===== config.mk =====
export PLATFORM = sky130hd
export DESIGN_NAME = flp_divider
export DESIGN_NICKNAME = d
export VERILOG_FILES = /design/src/rtl/FLP_pkg.sv /design/src/rtl/intdiv_seq.sv /design/src/rtl/flp_divider.sv
export SDC_FILE = /design/constraint.sdc
export NUM_CORES = 1
export LEC_CHECK = 0
export BUFFER_PORTS_ARGS = -buffer_cell sky130_fd_sc_hd__clkbuf_2
export CAP_MARGIN = 10
export CORE_MARGIN = 1.5
export CORE_UTILIZATION = 52
export CTS_CLUSTER_DIAMETER = 30
export DETAILED_ROUTE_END_ITERATION = 10
export PLACE_DENSITY_LB_ADDON = 0.15
export SLEW_MARGIN = 20
export SYNTH_ARGS = -nofsm -noshare
export SYNTH_HDL_FRONTEND = slang
export SYNTH_SLANG_ARGS = --single-unit

===== constraint.sdc =====
create_clock -name clk -period 6.1 [get_ports clk]
set_input_delay 1.22 -clock clk [delete_from_list [all_inputs] [get_ports clk]]
set_output_delay 1.22 -clock clk [all_outputs]
set_load 0.005 [all_outputs]

===== src/rtl/FLP_pkg.sv =====
// Floating-point format constants plus the divider quotient width and FSM state type.
// The format is sign | biased exponent | fraction, with an implicit leading one.
package FLP_pkg;

    localparam int OVERALL_BITS      = 32;
    localparam int EXPONENT_BITS     = 8;
    localparam int SIGNIFICANT_BITS  = 23;
    localparam int EXPONENT_BIAS     = 127;

    localparam int DIV_QUOTIENT_BITS = SIGNIFICANT_BITS + 2;
    localparam int DIV_COUNT_BITS    = $clog2(DIV_QUOTIENT_BITS);

    typedef enum logic [1:0] {
        IDLE,
        DIVIDE,
        NORM
    } flp_div_state_t;

endpackage


===== src/rtl/intdiv_seq.sv =====
// Unsigned restoring divider: one quotient bit per step, DIV_QUOTIENT_BITS steps after load.
// No handshake of its own; the caller sequences load/step and watches last.
module intdiv_seq
    import FLP_pkg::*;
(
    input  logic                         clk,
    input  logic                         rst_n,
    input  logic                         load,
    input  logic                         step,
    input  logic [SIGNIFICANT_BITS:0]    dividend,
    input  logic [SIGNIFICANT_BITS:0]    divisor,
    output logic [DIV_QUOTIENT_BITS-1:0] quotient,
    output logic                         last
);

    localparam int S  = SIGNIFICANT_BITS;
    // Remainder stays below 2*divisor, so S+2 magnitude bits plus one sign bit for the trial.
    localparam int RW = S + 3;

    logic [RW-1:0]             rem_q;
    logic [S:0]                dvs_q;
    logic [DIV_COUNT_BITS-1:0] cnt_q;
    logic [RW-1:0]             trial;
    logic                      qbit;

    assign trial = rem_q - {2'b00, dvs_q};
    assign qbit  = ~trial[RW-1];
    assign last  = (cnt_q == '0);

    always_ff @(posedge clk or negedge rst_n) begin
        if (!rst_n) begin
            rem_q    <= '0;
            dvs_q    <= '0;
            cnt_q    <= '0;
            quotient <= '0;
        end else if (load) begin
            rem_q    <= {2'b00, dividend};
            dvs_q    <= divisor;
            cnt_q    <= DIV_COUNT_BITS'(S + 1);
            quotient <= '0;
        end else if (step) begin
            rem_q    <= (qbit ? trial : rem_q) << 1;
            quotient <= {quotient[DIV_QUOTIENT_BITS-2:0], qbit};
            if (cnt_q != '0) begin
                cnt_q <= cnt_q - 1'b1;
            end
        end
    end

endmodule


===== src/rtl/flp_divider.sv =====
// Iterative FLP divider a/b: S+3 edges accept-to-done, one op in flight, start ignored while busy.
// FLP_DIV_EARLY_OUT_EN: zero-exponent operands skip the divide loop and finish at edge 1.
module flp_divider
    import FLP_pkg::*;
(
    input  logic                    clk,
    input  logic                    rst_n,
    input  logic                    start,
    input  logic [OVERALL_BITS-1:0] a,
    input  logic [OVERALL_BITS-1:0] b,
    output logic [OVERALL_BITS-1:0] result,
    output logic                    done,
    output logic                    busy
);

    localparam int S = SIGNIFICANT_BITS;
    localparam int E = EXPONENT_BITS;
    localparam logic signed [E+1:0] BIAS_W = (E + 2)'(EXPONENT_BIAS);
    localparam logic signed [E+1:0] SAT_W  = (E + 2)'((1 << E) - 1);
    localparam logic signed [E+1:0] ZERO_W = '0;
    localparam logic signed [E+1:0] ONE_W  = (E + 2)'(1);

    flp_div_state_t state_q, state_d;

    logic                         load, step, finish, last;
    logic                         sign_q;
    logic [E-1:0]                 ea_q, eb_q;
    logic [E-1:0]                 ea_in, eb_in;
    logic [S:0]                   ma_in, mb_in;
    logic [DIV_QUOTIENT_BITS-1:0] quotient;
    logic signed [E+1:0]          e_full, adj;
    logic [S-1:0]                 frac;
    logic [OVERALL_BITS-2:0]      mag;

    assign ea_in = a[OVERALL_BITS-2 -: E];
    assign eb_in = b[OVERALL_BITS-2 -: E];
    assign ma_in = {|ea_in, a[S-1:0]};
    assign mb_in = {|eb_in, b[S-1:0]};

    intdiv_seq u_intdiv_seq (
        .clk      (clk),
        .rst_n    (rst_n),
        .load     (load),
        .step     (step),
        .dividend (ma_in),
        .divisor  (mb_in),
        .quotient (quotient),
        .last     (last)
    );

    always_comb begin
        state_d = state_q;
        load    = 1'b0;
        step    = 1'b0;
        finish  = 1'b0;
        case (state_q)
            IDLE: begin
                if (start) begin
                    load = 1'b1;
`ifdef FLP_DIV_EARLY_OUT_EN
                    state_d = (ea_in == '0 || eb_in == '0) ? NORM : DIVIDE;
`else
                    state_d = DIVIDE;
`endif
                end
            end
            DIVIDE: begin
                step = 1'b1;
                if (last) begin
                    state_d = NORM;
                end
            end
            NORM: begin
                finish  = 1'b1;
                state_d = IDLE;
            end
            default: state_d = IDLE;
        endcase
    end

    // Quotient lies in [2^S, 2^(S+2)); its top bit picks the normalisation shift.
    always_comb begin
        adj    = quotient[S+1] ? ZERO_W : ONE_W;
        e_full = $signed({2'b00, ea_q}) - $signed({2'b00, eb_q}) + BIAS_W - adj;
        frac   = quotient[S+1] ? quotient[S:1] : quotient[S-1:0];
        mag    = '0;
        if (ea_q == '0) begin
            mag = '0;
        end else if (eb_q == '0) begin
            mag = '1;
        end else if (e_full <= ZERO_W) begin
            mag = '0;
        end else if (e_full >= SAT_W) begin
            mag = '1;
        end else begin
            mag = {e_full[E-1:0], frac};
        end
    end

    always_ff @(posedge clk or negedge rst_n) begin
        if (!rst_n) begin
            state_q <= IDLE;
            busy    <= 1'b0;
            done    <= 1'b0;
            result  <= '0;
            sign_q  <= 1'b0;
            ea_q    <= '0;
            eb_q    <= '0;
        end else begin
            state_q <= state_d;
            busy    <= (state_d != IDLE);
            done    <= finish;
            if (finish) begin
                result <= {sign_q, mag};
            end
            if (load) begin
                sign_q <= a[OVERALL_BITS-1] ^ b[OVERALL_BITS-1];
                ea_q   <= ea_in;
                eb_q   <= eb_in;
            end
        end
    end

endmodule

**Yosys cells after proc, flatten, opt, wreduce, memory -nomap -nowiden**

Index checks and enable logic that the tools add are counted.

- Flip-flop bits (word level): 133
- Input bits: 67
- Output and inout bits: 34
- Logic and storage cells: 54

- Add/subtract/negate cells: 5
- $lt $le $gt $ge: 2
- Equality and inequality tests: 2
- Muxes and demuxes: 21
- Bitwise logic cells: 2
- Reduce and logical (&&, ||, !) cells: 11

Operators with widths:

| kind | number |
|---|---|
| 31-bit 2-to-1 mux | 4 |
| 25-bit 2-to-1 mux | 3 |
| 26-bit 2-to-1 mux | 2 |
| 26-bit by 24-bit subtractor with 26-bit output | 1 |
| 23-bit 2-to-1 mux | 1 |
| 8-bit logical NOT | 2 |
| 8-bit OR reduction | 2 |
| 5-bit 2-to-1 mux | 3 |
| 9-bit by 8-bit adder with 10-bit output (second input constant) | 1 |
| 10-bit by 9-bit greater-or-equal comparator with 1-bit output (second input constant) | 1 |
| 10-bit by 1-bit <= comparator with 1-bit output (second input constant) | 1 |
| 10-bit by 2-bit subtractor with 10-bit output | 1 |
| 8-bit by 8-bit subtractor with 9-bit output | 1 |
| 2-bit nonzero test | 3 |
| 5-bit logical NOT | 1 |
| 1-bit 2-to-1 mux | 5 |
| 5-bit nonzero test | 1 |
| 5-bit by 1-bit subtractor with 5-bit output (second input constant) | 1 |
| 2-bit 2-to-1 mux | 2 |
| 2-bit one-hot mux with 2 select lines | 1 |
| 2-bit by 1-bit == test with 1-bit output (second input constant) | 1 |
| 2-bit == test (second input constant) | 1 |
| 2-bit logical NOT | 1 |
| 2-bit AND reduction | 1 |
| 2 further kinds | 2 |

**Longest topological paths before layout**

- Word-level depth: 8
- Depth in mapped cells: 19
- Depth with buffers taken out: 18

**By module**

From an unflattened synthesis, not the netlist that was laid out.

- Cell total of the unflattened synthesis: 892
- Area total of the unflattened synthesis: 8294.2 um2

Modules (own cells, without submodules):

| module | instances | cells each | area an instance (um2) | seq. area each (um2) |
|---|---|---|---|---|
| intdiv_seq | 1 | 516 | 4859.7 | 2001.9 |
| flp_divider | 1 | 376 | 3434.5 | 1326.3 |

**Worst setup path after synthesis**

No wires, ideal clock.

- Path type: register to register
- From: register ea_q[0]
- To: register result[10]
- Setup time: 0.127 ns
- Data arrival time: 3.754 ns
- Data required time: 5.973 ns
- Slack: 2.219 ns
- Cell stages (with the launch flop): 19
- Buffers on the path: 1
- Clock period less this slack: 3.881 ns
- Cell sequence: dfrtp_1 -> inv_1 -> ha_1 -> inv_1 -> fa_1 -> a211oi_2 -> nor2_1 -> xor2_1 -> inv_2 -> ha_1 -> o21a_1 -> or2_2 -> o2111a_1 -> or4_1 -> nand3_2 -> a21oi_4 -> buf_6 -> a2111oi_2 -> o21ai_1

- Word-level cells in the longest chain between the ends: 8
- Elaborated cells between the ends (all ways): 10
- Those cells by class: add/sub (3); order compare (2); mux (4); reduce/logical (1)

RTL lines:

| what | line | text |
|---|---|---|
| start: declaration | flp_divider.sv:27 | `logic [E-1:0] ea_q, eb_q;` |
| start signal: assignment | flp_divider.sv:118 | `ea_q <= ea_in;` |
| 8-bit by 8-bit subtractor with 9-bit output | flp_divider.sv:84 | `e_full = $signed({2'b00, ea_q}) - $signed({2'b00, eb_q}) + BIAS_W - adj;` |
| 9-bit by 8-bit adder with 10-bit output | flp_divider.sv:84 |  |
| 10-bit by 2-bit subtractor with 10-bit output | flp_divider.sv:84 |  |
| 10-bit by 9-bit greater-or-equal comparator with 1-bit output | flp_divider.sv:93 | `end else if (e_full >= SAT_W) begin` |
| 31-bit 2-to-1 mux | flp_divider.sv:93 |  |
| 31-bit 2-to-1 mux | flp_divider.sv:91 | `end else if (e_full <= ZERO_W) begin` |
| 31-bit 2-to-1 mux | flp_divider.sv:89 | `end else if (eb_q == '0) begin` |
| 31-bit 2-to-1 mux (*) | flp_divider.sv:87 | `if (ea_q == '0) begin` |
| end signal: assignment | flp_divider.sv:114 | `result <= {sign_q, mag};` |
| end: declaration | flp_divider.sv:11 | `output logic [OVERALL_BITS-1:0] result,` |

Mark *: on every way between the ends. The rest lies on a longest branch, timed or not.
A chain may end at the register's enable or synchronous reset.

**Worst setup path after layout**

- From: register ea_q[0]
- To: register result[2]

Same word-level chain as after synthesis.

==> results.toml <==
[outcome]
status = "completed"

[routing]
wl_per_cell_um = 16.0
route.detailed.drc = 0
ant_nets = 0
viasPerCell = 5.77
routed_wl_mm = 18.4
vias = 6648
drtPass1Iterations = 4
drtIter0Drc = 298

[placement]
place_congestion = 0.822
io_buffers = 100
dp_hpwl_mm = 13.0
placed_cells = 1121
preCtsSetupSlack_ns = 1.61

[final_layout]
diodes = 0
area_growth_pct = 15.6
final_cells = 1152
drive_gt1_frac = 0.187
fillers = 1338
finish.utilization = 0.611
final_nets = 1063
final_common_cell = "dfrtp_1"
final_cell_mix = "133 x dfrtp_1, 119 x nand2_1, 99 x clkbuf_2"

[worst_setup_path]
rr_worst_depth = 18
critPathBufInv = 3
critPathMaxFanout = 27
worstPathArrival_ns = 4.83
worstPathCellList = "inv_1 > ha_1 > inv_1 > fa_1 > a211oi_2 > nor2_1 > xor2_1 > inv_2 > ha_1 > o21ai_0 > o21bai_1 > a21o_1 > nor3_1 > a2111oi_4 > o311ai_4 > a21oi_4 > a2111oi_0 > o21ai_1"
worstPathRequired_ns = 6.44
r2r_start = "ea_q[0]$_DFFE_PN0P_"
cp_top_family = "compound AO/OA/AOI/OAI gates"
r2r-end = "result[2]$_DFFE_PN0P_"
critPathKind = "flip-flop to flip-flop"
slowest_delay_ns = 0.78
rrSetupSlack_ns = 1.62
worstSetupStartpointType = "flip-flop"
cp.depth = 18
cp-end-kind = "flip-flop"
critPathSlowestCell = "a21oi_4"

[clock_network]
clkSlewWorstSetupHoldPaths_ns = 0.06
cts_setup_buffers = 0
cts_max_level = 4
root_buffer = "clkbuf_16"
cts_hold_buf = 0
cts_buffers = 17
cts_tree = "done"
numClockSinks = 133
cts_buffer_depth = 2
ctsResizeCount = 0
clock_latency_ns = 0.43

[logic_synthesis]
synth.avg_cell_area_um2 = 9.25
syn_area_um2 = 7980
synth_edf_count = 0
ys.flop_type = "dfrtp_1"
ys_seq_area_frac = 0.417
ys_types = 68
synth-seq-cells = 133
syn_inst = 862
yosys_warnings = 0
synthArstFlopShare = 1.00
syn_nets = 973

[timing]
hold_viol = 0
finalSetupTns_ns = 0
maxSlewHeadroom = 0.369
slew_viol_final = 0
grt_setup_unrepaired = "no"
max_freq_mhz = 223
worst_pin_slew_ns = 0.945
min_period_over_period = 0.735
skew_ns = 0.0159
setup_violations = 0
layout_setup_ws_ns = 1.62
period_minus_slack_ns = 4.48

[floorplan]
dieWidth_um = 127
rows = 45
fp.dieH_um = 127
core-area_um2 = 15100
die_area_um2 = 16100
start_util = 0.529
io_pins = 101

[min_path]
hold-path-cell-count = 2
hp-class = "flip-flop to flip-flop"
min-delay-start = "result[14]$_DFFE_PN0P_"
hold_end = "result[14]$_DFFE_PN0P_"

[grt]
grt_pass1_wl_mm = 31.8
track_usage = 0.244
antenna_found_initial = 0
grt-busiest-layer = "met2"
grt.overflow.total = 0
grt_pass1_vias = 6522
met1_usage = 0.330
gr-usage-met2 = 0.402
grt_max_degree = 81
use_met3 = 0.0375

[job]
drv_cap = 0
==> per-layer routing <==
metal	part of all wire	vias up
li1	-	3304
met1	0.46	3195
met2	0.49	131
met3	0.038	18
met4	0.013	0
met5	0	-
==> worst register-to-register path: stages, from the launching register on <==
cell and delay (ns):
dfrtp_1 0.37, inv_1 0.08, ha_1 0.16, inv_1 0.06
fa_1 0.41, a211oi_2 0.29, nor2_1 0.10, xor2_1 0.23
inv_2 0.08, ha_1 0.34, o21ai_0 0.09, o21bai_1 0.13
a21o_1 0.18, nor3_1 0.09, a2111oi_4 0.42, o311ai_4 0.20
a21oi_4 0.78, a2111oi_0 0.22, o21ai_1 0.17
==> sequential cells by signal (all words and copies together), names as in the netlist <==
register,flops
result,32
u_intdiv_seq.rem_q,26
u_intdiv_seq.quotient,25
u_intdiv_seq.dvs_q,24
ea_q,8
eb_q,8
u_intdiv_seq.cnt_q,5
state_q,2
busy,1
done,1
sign_q,1
==> cell usage after synthesis, types with 3 or more instances <==
cell type    n  area share
o211ai_1     3      0.0028
o21ai_1     29       0.018
nor4_1      11      0.0086
a21o_1      13       0.012
xnor2_1     22       0.024
mux2i_1     19       0.024
nand3_1     11      0.0069
nor2b_1     28       0.022
a22o_1      25       0.027
dfrtp_1    133        0.42
and3_1       3      0.0024
fa_1         3      0.0075
a21oi_1     46       0.029
nand2_1    119       0.056
o21ai_0     54       0.034
nor2_1      40       0.019
o31a_1       3      0.0033
a211oi_1     5      0.0047
or3_1        3      0.0024
inv_1       59       0.028
buf_1        4      0.0019
a2111oi_2   15       0.028
nor3_1      19       0.012
clkbuf_1    28       0.013
o31ai_1      5      0.0047
o21a_1      13       0.012
a2111oi_0    7      0.0077
buf_6        3      0.0042
o22ai_1     22       0.017
ha_1        41       0.064
a31oi_1     10      0.0078
nand4_1      7      0.0055
xor2_1       8      0.0088
o21bai_1     3      0.0028
==> layout make-up <==
type                       count  area (um^2)  area share
clock buffer                  20          457      0.0495
clock inverter                11          128      0.0138
inverter                      61          229      0.0248
multi-input combinational    630         4270       0.463
sequential                   133         3330       0.361
tap                          188          235      0.0255
timing repair buffer         109          574      0.0623
==> stage by stage <==
step           hold WS, ns  instance area, um^2
2_1_floorplan        0.446                 7980
3_3_place_gp         0.462                 8630
3_5_place_dp         0.475                 8630
4_1_cts              0.488                 9220
5_1_grt              0.505                 9220
6_report             0.482                 9220
==> logic make-up after synthesis <==
family / after synthesis / share of synthesized area
simple gates: 258 / 0.152
fa+ha+maj: 44 / 0.0718
compound gates: 277 / 0.249
mux: 21 / 0.0267
xor+xnor: 30 / 0.0329
flops: 133 / 0.417
buf+inv: 99 / 0.0505
==> how the worst max path moves through the flow <==
stage	start	to
6_report	ea_q[0]$_DFFE_PN0P_	result[2]$_DFFE_PN0P_
3_5_place_dp	ea_q[0]$_DFFE_PN0P_	result[3]$_DFFE_PN0P_
4_1_cts	ea_q[0]$_DFFE_PN0P_	result[2]$_DFFE_PN0P_
5_1_grt	ea_q[0]$_DFFE_PN0P_	result[0]$_DFFE_PN0P_
2_1_floorplan	ea_q[0]$_DFFE_PN0P_	result[10]$_DFFE_PN0P_
3_3_place_gp	ea_q[0]$_DFFE_PN0P_	result[26]$_DFFE_PN0P_
Power is left out: the tool's default activity adds up to more than one toggle a clock period on the data nets, which glitch-free logic cannot reach.
